### config.mk
export PLATFORM = sky130hd
export DESIGN_NAME = micro_sequencer
export DESIGN_NICKNAME = d
export VERILOG_FILES = /design/src/rtl/micro_sequencer_pkg.sv /design/src/rtl/micro_sequencer_rom.sv /design/src/rtl/micro_sequencer.sv
export SDC_FILE = /design/constraint.sdc
export NUM_CORES = 1
export LEC_CHECK = 0
export BUFFER_PORTS_ARGS = -buffer_cell sky130_fd_sc_hd__buf_2
export CORE_UTILIZATION = 47
export DETAILED_ROUTE_END_ITERATION = 8
export GPL_TIMING_DRIVEN = 0
export HOLD_SLACK_MARGIN = 0.12
export PLACE_DENSITY = 0.83
export RECOVER_POWER = 100
export SLEW_MARGIN = 30
export SYNTH_ARGS = -nofsm -noshare
export SYNTH_HDL_FRONTEND = slang
export SYNTH_SLANG_ARGS = --single-unit
export TNS_END_PERCENT = 5
### constraint.sdc
create_clock -name clk -period 2.6 [get_ports clk]
set_input_delay 0.13 -clock clk [delete_from_list [all_inputs] [get_ports clk]]
set_output_delay 0.13 -clock clk [all_outputs]
set_load 0.02 [all_outputs]
### src/rtl/micro_sequencer_pkg.sv
// micro_pkg: address, select and control-word definitions shared by the micro-sequencer and its ROM
package micro_pkg;
  localparam int UADDR_W = 5;
  localparam int CTRL_W = 18;
  localparam int CNT_W = 16;
  localparam logic [UADDR_W-1:0] WB_ADDR = 5'd7;
  localparam logic [UADDR_W-1:0] EXC_ADDR = 5'd30;
  localparam logic [UADDR_W-1:0] S_FETCH = 5'd0;
  localparam logic [UADDR_W-1:0] S_DECODE = 5'd1;
  localparam logic [UADDR_W-1:0] S_MEMADDR = 5'd2;
  localparam logic [UADDR_W-1:0] S_MEMRD = 5'd3;
  localparam logic [UADDR_W-1:0] S_MEMWB = 5'd4;
  localparam logic [UADDR_W-1:0] S_MEMWR = 5'd5;
  localparam logic [UADDR_W-1:0] S_REXEC = 5'd6;
  localparam logic [UADDR_W-1:0] S_RWB = 5'd7;
  localparam logic [UADDR_W-1:0] S_BEQ = 5'd8;
  localparam logic [UADDR_W-1:0] S_JUMP = 5'd9;
  localparam logic [UADDR_W-1:0] S_ADDIEXEC = 5'd10;
  localparam logic [UADDR_W-1:0] S_ADDIWB = 5'd11;
  localparam logic [UADDR_W-1:0] S_EXC = EXC_ADDR;
  typedef enum logic [2:0] {
    SEL_ZERO  = 3'b000,
    SEL_DISP1 = 3'b001,
    SEL_DISP2 = 3'b010,
    SEL_DISP3 = 3'b011,
    SEL_PLUS1 = 3'b100,
    SEL_WB    = 3'b101,
    SEL_EXC   = 3'b110
  } sel_e;
  localparam int PC_WRITE = 0;
  localparam int PC_WRITE_COND = 1;
  localparam int IORD = 2;
  localparam int MEM_READ = 3;
  localparam int MEM_WRITE = 4;
  localparam int IR_WRITE = 5;
  localparam int MEM_TO_REG = 6;
  localparam int REG_DST = 7;
  localparam int REG_WRITE = 8;
  localparam int ALU_SRC_A = 9;
  localparam int ALU_SRC_B = 10;
  localparam int ALU_OP = 12;
  localparam int PC_SOURCE = 14;
  localparam int EPC_WRITE = 16;
  localparam int CAUSE_WRITE = 17;
  localparam logic [CTRL_W-1:0] HOLD_MASK = CTRL_W'((1 << IR_WRITE) | (1 << PC_WRITE) | (1 << REG_WRITE));
endpackage

### src/rtl/micro_sequencer_rom.sv
// microcode_rom: combinational microcode store mapping a micro-address to its sequencing select and control word
module microcode_rom
  import micro_pkg::*;
(
  input  logic [UADDR_W-1:0] upc,
  output logic [2:0]         seq,
  output logic [CTRL_W-1:0]  ctrl
);
  always_comb begin
    seq = SEL_ZERO;
    ctrl = '0;
    case (upc)
      S_FETCH: begin
        seq = SEL_PLUS1;
        ctrl[MEM_READ] = 1'b1;
        ctrl[IR_WRITE] = 1'b1;
        ctrl[PC_WRITE] = 1'b1;
        ctrl[ALU_SRC_B +: 2] = 2'b01;
      end
      S_DECODE: begin
        seq = SEL_DISP1;
        ctrl[ALU_SRC_B +: 2] = 2'b11;
      end
      S_MEMADDR: begin
        seq = SEL_DISP2;
        ctrl[ALU_SRC_A] = 1'b1;
        ctrl[ALU_SRC_B +: 2] = 2'b10;
      end
      S_MEMRD: begin
        seq = SEL_PLUS1;
        ctrl[MEM_READ] = 1'b1;
        ctrl[IORD] = 1'b1;
      end
      S_MEMWB: begin
        ctrl[REG_WRITE] = 1'b1;
        ctrl[MEM_TO_REG] = 1'b1;
      end
      S_MEMWR: begin
        ctrl[MEM_WRITE] = 1'b1;
        ctrl[IORD] = 1'b1;
      end
      S_REXEC: begin
        seq = SEL_WB;
        ctrl[ALU_SRC_A] = 1'b1;
        ctrl[ALU_OP +: 2] = 2'b10;
      end
      S_RWB: begin
        ctrl[REG_WRITE] = 1'b1;
        ctrl[REG_DST] = 1'b1;
      end
      S_BEQ: begin
        ctrl[ALU_SRC_A] = 1'b1;
        ctrl[ALU_OP +: 2] = 2'b01;
        ctrl[PC_WRITE_COND] = 1'b1;
        ctrl[PC_SOURCE +: 2] = 2'b01;
      end
      S_JUMP: begin
        ctrl[PC_WRITE] = 1'b1;
        ctrl[PC_SOURCE +: 2] = 2'b10;
      end
      S_ADDIEXEC: begin
        seq = SEL_DISP3;
        ctrl[ALU_SRC_A] = 1'b1;
        ctrl[ALU_SRC_B +: 2] = 2'b10;
      end
      S_ADDIWB: ctrl[REG_WRITE] = 1'b1;
      S_EXC: begin
        ctrl[EPC_WRITE] = 1'b1;
        ctrl[CAUSE_WRITE] = 1'b1;
      end
      default: ;
    endcase
  end
endmodule

### src/rtl/micro_sequencer.sv
// micro_sequencer: uPC register with memory-wait hold, overflow override and retired-instruction counter
module micro_sequencer
  import micro_pkg::*;
(
  input  logic               clk,
  input  logic               reset,
  input  logic [UADDR_W-1:0] current_address,
  input  logic               mem_ready,
  input  logic               overflow,
  output logic [UADDR_W-1:0] upc,
  output logic [UADDR_W-1:0] adder_plus_1,
  output logic [UADDR_W-1:0] WriteBack,
  output logic [2:0]         next_addr_select,
  output logic [CTRL_W-1:0]  ctrl,
  output logic               upc_hold,
  output logic [CNT_W-1:0]   instr_count
);
  logic [2:0] rom_seq;
  logic [CTRL_W-1:0] rom_ctrl;
  microcode_rom u_rom (.upc(upc), .seq(rom_seq), .ctrl(rom_ctrl));
  always_comb begin
    upc_hold = (upc == S_FETCH || upc == S_MEMRD || upc == S_MEMWR) && !mem_ready;
    next_addr_select = ((upc == S_REXEC || upc == S_ADDIEXEC) && overflow) ? SEL_EXC : rom_seq;
    ctrl = upc_hold ? rom_ctrl & ~HOLD_MASK : rom_ctrl;
    adder_plus_1 = upc + 1'b1;
    WriteBack = WB_ADDR;
  end
  always_ff @(posedge clk)
    if (reset) begin
      upc <= '0;
      instr_count <= '0;
    end else if (!upc_hold) begin
      upc <= current_address;
      if (upc != S_FETCH && next_addr_select == SEL_ZERO) instr_count <= instr_count + 1'b1;
    end
endmodule

---- Word-level counts from Yosys, hierarchy flattened ----
Cells that the tools add are included.
cells by class
  bitwise logic cells ..................... 1
  reductions and logical operators ........ 17
  $add $sub $neg .......................... 2
  equality and inequality tests ........... 12
  mux-type cells .......................... 17
operator list
  cell                                                                   number
  5-bit by 3-bit equality test with 1-bit output, second input constant  4
  5-bit by 4-bit equality test with 1-bit output, second input constant  4
  16-bit by 1-bit adder with 16-bit output, second input constant        1
  3-bit one-hot mux with 5 select lines                                  1
  5-bit by 2-bit equality test with 1-bit output, second input constant  2
  1-bit 2-to-1 mux                                                       10
  9-bit 2-to-1 mux                                                       1
  2-bit one-hot mux with 2 select lines                                  2
  2-bit OR reduction                                                     4
  2-bit one-hot mux with 3 select lines                                  1
  5-bit by 1-bit adder with 5-bit output, second input constant          1
  5-bit by 1-bit equality test with 1-bit output, second input constant  1
  5-bit equality test, second input constant                             1
  5-bit zero test                                                        1
  5-bit nonzero test                                                     1
  4-bit OR reduction                                                     1
  1-bit logical AND                                                      3
  3-bit zero test                                                        1
  1-bit logical OR                                                       3
  3-bit 2-to-1 mux                                                       1
  3-bit OR reduction                                                     1
  2-bit 2-to-1 mux                                                       1
  2-bit AND reduction                                                    1
  1-bit zero test                                                        1
  1-bit inverter                                                         1
storage, ports and cells
  flip-flop bits (word level) ............. 21
  bits of input ports ..................... 9
  word-level logic and storage cells ...... 51
  output and inout port bits .............. 53

---- Longest topological paths before layout ----
  depth after elaboration ................. 7
  depth in mapped cells ................... 9
  mapped depth without buffers ............ 7

---- Modules after synthesis ----
Synthesis repeated with hierarchy kept, for this count alone.
unflattened totals
  cells, all modules ...................... 205
  area, all modules ....................... 1803.0 µm²
modules (own cells, without submodules)
  module           cells each  instances  sequential area each (µm²)  area an instance (µm²)
  micro_sequencer  160         1          420.4                       1506.4
  microcode_rom    45          1          0.0                         296.5

---- Worst setup path after synthesis ----
No wires, ideal clock.
  path kind ............................... register -> register
  from .................................... register upc[0]
  to ...................................... register instr_count[15]
  arrival time ............................ 2.297 ns
  library setup time ...................... 0.070 ns
  clock period less this slack ............ 2.368 ns
  slack ................................... 0.232 ns
  stages on the path, launching flop included .. 9
  cells stage by stage .................... dfxtp_1 > inv_1 > ha_1 > or2_4 > o221ai_4 > nand3_4 > buf_6 > or4_1 > a21oi_1
on the way
  longest elaborated chain between the ends .. 7
  elaborated cells on any way between the ends .. 20
  those cells by class .................... 6 x eq/ne; 2 x mux; 1 x bitwise; 11 x reduce/logical
RTL lines
  what                                                                          RTL line                                          source
  from (decl)                                                                   micro_sequencer.sv:10                             output logic [UADDR_W-1:0] upc,
  from (signal assigned)                                                        micro_sequencer.sv:33                             upc <= current_address;
  5-bit by 2-bit equality test with 1-bit output, or another cell as far along  micro_sequencer_rom.sv:12, micro_sequencer.sv:22
  2-bit OR reduction (no source line) or 1-bit logical OR (tied branches)       -
  3-bit one-hot mux with 5 select lines or 1-bit logical AND (tied branches)    micro_sequencer_rom.sv:12, micro_sequencer.sv:23
  3-bit 2-to-1 mux                                                              micro_sequencer.sv:23                             next_addr_select = ((upc == S_REXEC || upc == S_ADDIEXEC) && overflow) ? SEL_EXC : rom_seq;
  3-bit zero test                                                               micro_sequencer.sv:34                             if (upc != S_FETCH && next_addr_select == SEL_ZERO) instr_count <= instr_count + 1'b1;
  1-bit logical AND                                                             micro_sequencer.sv:34
  2-bit AND reduction (no source line) (*)                                      -
  to (signal assigned)                                                          micro_sequencer.sv:34
  to (decl)                                                                     micro_sequencer.sv:16                             output logic [CNT_W-1:0] instr_count
Mark *: on every way between the ends. The rest lies on a longest branch, timed or not.
A chain may end at the register's enable or synchronous reset.

---- Final worst setup path ----
  from .................................... register upc[0]
  to ...................................... register upc[3]
on the way
  longest elaborated chain between the ends .. 4
  elaborated cells on any way between the ends .. 6
  those cells by class .................... 2 x eq/ne; 4 x reduce/logical
RTL lines
  what                                                                               RTL line               source
  5-bit by 2-bit equality test with 1-bit output or 5-bit zero test (tied branches)  micro_sequencer.sv:22  upc_hold = (upc == S_FETCH || upc == S_MEMRD || upc == S_MEMWR) && !mem_ready;
  1-bit logical OR                                                                   micro_sequencer.sv:22
  1-bit logical OR (*)                                                               micro_sequencer.sv:22
  1-bit logical AND (*)                                                              micro_sequencer.sv:22
Marked as above.

==> impl_metrics.tcl <==
set metrics [dict create \
    timing.critical_path.required_ns 2.86 \
    synth.distinct_cells 39 \
    worst_setup_path_start_kind "flip-flop" \
    maxcap_viol_count 0 \
    floorplan_die_area_sq_mm 0.00327 \
    drt_drc_violations_left 5 \
    setup_repair_after_global_routing_missed_its_margin "no" \
    yosysWarningCount 0 \
    average_wire_length_per_cell_after_detail_routing_microns 12.3 \
    endpoints_failing_hold 0 \
    hold_path_depth 3 \
    r2r-end "upc[3]" \
    run_status "finished, violations left" \
    timing.critical_path.to_type "flip-flop" \
    synthesis.instances 177 \
    gpl.final_weighted_congestion 0.851 \
    fp-row-count 19 \
    critPathMaxFanout 7 \
    crit_path_cell_trace "inv_1, ha_1, or2_0, o21ai_1, nor3_4, nor3b_1, dlygate4sd3_1" \
    die_width_microns 57.2 \
    die_h_microns 57.2 \
    reg2reg_slack_ns 0.25 \
    finalCriticalPeriod_ns 2.35 \
    port_buffers 56 \
    layout.area.seq_sq_um 420 \
    violated_checks "design-rule violations" \
    number_of_cells_traversed_by_the_worst_register_to_register_path 7 \
    htreeDepth 1 \
    worstReg2RegStart "upc[0]" \
    groute.usage.overall_pct 21.0 \
    hold_path_startpoint "mem_ready" \
    final_sum_of_negative_setup_slack_ns 0 \
    finalMaxSlewViolations 0 \
    cts_root_buffer "sky130_fd_sc_hd__clkbuf_4" \
    yosys_register_bits 21 \
    endpoint_worst_hold "upc[4]" \
    clk-insertion-delay-late_ns 0.31 \
    cp_slowest_cell "sky130_fd_sc_hd__dlygate4sd3_1" \
    dr_total_vias 1518 \
    layout.filler_cells 289 \
    fmax_ghz 0.425 \
    slowest_delay_ns 0.57 \
    grt_antenna_before_repair 0 \
    irDropWorstVdd_v 0.000332 \
    clock_tree_from_tritoncts "yes" \
    num_clock_sinks 21 \
    drtAntennaViolNets 0 \
    netlist.area_leader.share_pct 29.4 \
    tightest_slew_ns 0.519 \
    clkTransAtPathRegs_ns 0.12 \
    layout-drive-gt1-share_pct 11.8 \
    multi_input_comb_area_sq_um 905 \
    area_overhead_vs_synth_pct 25.4 \
    p_leak_nw 0.678 \
    powerDensity_mw_per_mm2 460 \
    synth_flop_cell "sky130_fd_sc_hd__dfxtp_1" \
    max_slew_margin_pct 65.4 \
    antenna_cells_inserted 0 \
    mean_instance_size_in_the_synthesized_netlist_sq_um 8.08 \
    final_net_count 261 \
    timing.final.crit_share_pct 90.4 \
    overflow 0 \
    path_class "flip-flop to flip-flop" \
    detail_route.iter0.violations 68 \
    hold_path_class "primary input to flip-flop" \
    drt_pass1_iterations 8 \
    yosysSeqAreaShare_pct 29.4 \
    drt-vias-per-instance 5.48 \
    dp_hpwl_mm 2.45 \
    vias_in_the_first_global_route 1230 \
    yosys.area.top_type "sky130_fd_sc_hd__dfxtp_1" \
    asyncSetResetFlopFracSynth_pct 0 \
    finish.utilization_pct 63.4 \
    count_of_flip_flops_with_a_built_in_enable_after_synthesis 0 \
    grt_pass1_wl_mm 5.50 \
    critPathArrivalTime_ns 2.61 \
    mappedNetlistArea_sq_mm 0.00143 \
    postCtsSetupBuffers 0 \
    skew_ns 0.00294 \
    placeableCoreArea_sq_mm 0.00283 \
    floorplan.initialDensity_pct 50.6 \
    drt_wl_total_mm 3.41 \
    io_pins 62 \
    tritoncts.num_buffers 3 \
    clockBufferDepth 2 \
    grt_start_max_net_pins 13 \
    setup_viol_count_final 0 \
    synth_top_cells_by_area "sky130_fd_sc_hd__dfxtp_1 29%, sky130_fd_sc_hd__a21oi_1 5.6%, sky130_fd_sc_hd__ha_1 4.4%, sky130_fd_sc_hd__buf_4 3.7%, sky130_fd_sc_hd__mux2i_1 3.5%" \
]
report_power, final:
group	switching [mW]	internal (mW)
sequential	0.0239	0.336
combinational	0.201	0.104
clock	0.102	0.0575
total	0.327	0.498
placed cells by master (no fill, tap or decap), types with 3 or more instances in the layout:
master                          count
sky130_fd_sc_hd__conb_1             5
sky130_fd_sc_hd__clkbuf_1          54
sky130_fd_sc_hd__nand2_1           10
sky130_fd_sc_hd__ha_1               5
sky130_fd_sc_hd__and3b_1            3
sky130_fd_sc_hd__xor2_1             4
sky130_fd_sc_hd__dlygate4sd3_1      6
sky130_fd_sc_hd__o21ai_0            8
sky130_fd_sc_hd__and4_1             3
sky130_fd_sc_hd__dfxtp_1           21
sky130_fd_sc_hd__or3_1              7
sky130_fd_sc_hd__inv_1              4
sky130_fd_sc_hd__nand4_1            5
sky130_fd_sc_hd__a21oi_1           16
sky130_fd_sc_hd__mux2i_1            5
sky130_fd_sc_hd__nor2_1            12
sky130_fd_sc_hd__or4_1              6
sky130_fd_sc_hd__nor2b_1            5
sky130_fd_sc_hd__and3_1             6
sky130_fd_sc_hd__buf_2             12
sky130_fd_sc_hd__clkbuf_4           3
sky130_fd_sc_hd__o31ai_1            6
sky130_fd_sc_hd__buf_4              7
sky130_fd_sc_hd__nand3_1            8
final cells by class:
class	count	share of cell area, %
multi-input cells	137	50.5
clock buffers	3	1.26
repair buffers	62	15.8
plain buffers	18	5.79
well taps	31	2.16
inverters	4	0.837
flip-flops and latches	21	23.4
clock inverters	1	0.279
layer usage:
layer | up-vias | part of all wire [%] | global-route usage, %
met5 | - | 0 | 0
met4 | 0 | 1.3 | 5.92
met3 | 6 | 4.8 | 3.85
met2 | 39 | 45 | 33.4
met1 | 696 | 49 | 29.2
li1 | 777 | - | -
flip-flops by register name (all words and copies together), names as in the netlist:
signal       cells
instr_count     16
upc              5
repair_timing:
action | in CTS | in global routing
hold buffers | 6 | 0
setup endpoints to repair | 0 | 1
resized for setup | 0 | 2
hold endpoints to repair | 5 | 0
kinds of logic after synthesis:
family,share of synthesized area [%]
fa+ha+maj,4.37
compound gates,17.0
buf+inv,8.40
mux,3.50
other cells,0.525
xor+xnor,3.67
flops,29.4
simple gates,33.2
critical path, delay by kind of cell, from the launching register on:
family                   cells  cell delay, ns
AND/OR/NAND/NOR              3            0.63
adder cells (fa/ha/maj)      1            0.26
flip-flops                   1            0.43
AO/OA/AOI/OAI                1            0.30
buffers and inverters        2            0.68
synthesized netlist by cell type, types with 3 or more instances:
| library cell | n |
|---|---|
| sky130_fd_sc_hd__dfxtp_1 | 21 |
| sky130_fd_sc_hd__a21oi_1 | 16 |
| sky130_fd_sc_hd__nor2_1 | 12 |
| sky130_fd_sc_hd__nand2_1 | 10 |
| sky130_fd_sc_hd__o21ai_0 | 9 |
| sky130_fd_sc_hd__nand3_1 | 8 |
| sky130_fd_sc_hd__buf_4 | 7 |
| sky130_fd_sc_hd__clkbuf_1 | 7 |
| sky130_fd_sc_hd__or3_1 | 7 |
| sky130_fd_sc_hd__and3_1 | 6 |
| sky130_fd_sc_hd__o31ai_1 | 6 |
| sky130_fd_sc_hd__or4_1 | 6 |
| sky130_fd_sc_hd__ha_1 | 5 |
| sky130_fd_sc_hd__mux2i_1 | 5 |
| sky130_fd_sc_hd__nand4_1 | 5 |
| sky130_fd_sc_hd__nor2b_1 | 5 |
| sky130_fd_sc_hd__inv_1 | 4 |
| sky130_fd_sc_hd__xor2_1 | 4 |
| sky130_fd_sc_hd__and3b_1 | 3 |
| sky130_fd_sc_hd__and4_1 | 3 |
| sky130_fd_sc_hd__buf_2 | 3 |
stage by stage:
stage          instance area [sq um]  cells  worst slack, ns  hold WS (ns)  total power, mW
3_5_place_dp                    1760    267            0.356         0.336            0.672
2_1_floorplan                   1440    180            0.232         0.206            0.588
3_3_place_gp                    1760    267            0.362         0.336            0.670
4_1_cts                         1850    277            0.218         0.255            0.834
6_report                        1790    277            0.249         0.243            0.824
5_1_grt                         1790    277           0.0666         0.266            0.870
worst max-delay path by stage:
stage,slack [ns],end,cells past startpoint,startpoint
2_1_floorplan,0.23,instr_count[15],8,upc[0]
3_3_place_gp,0.36,instr_count[15],8,upc[0]
3_5_place_dp,0.36,instr_count[15],8,upc[0]
4_1_cts,0.22,upc[3],6,upc[1]
5_1_grt,0.07,instr_count[15],8,upc[0]
6_report,0.25,upc[3],7,upc[0]
(Power assumes the default switching activity.)
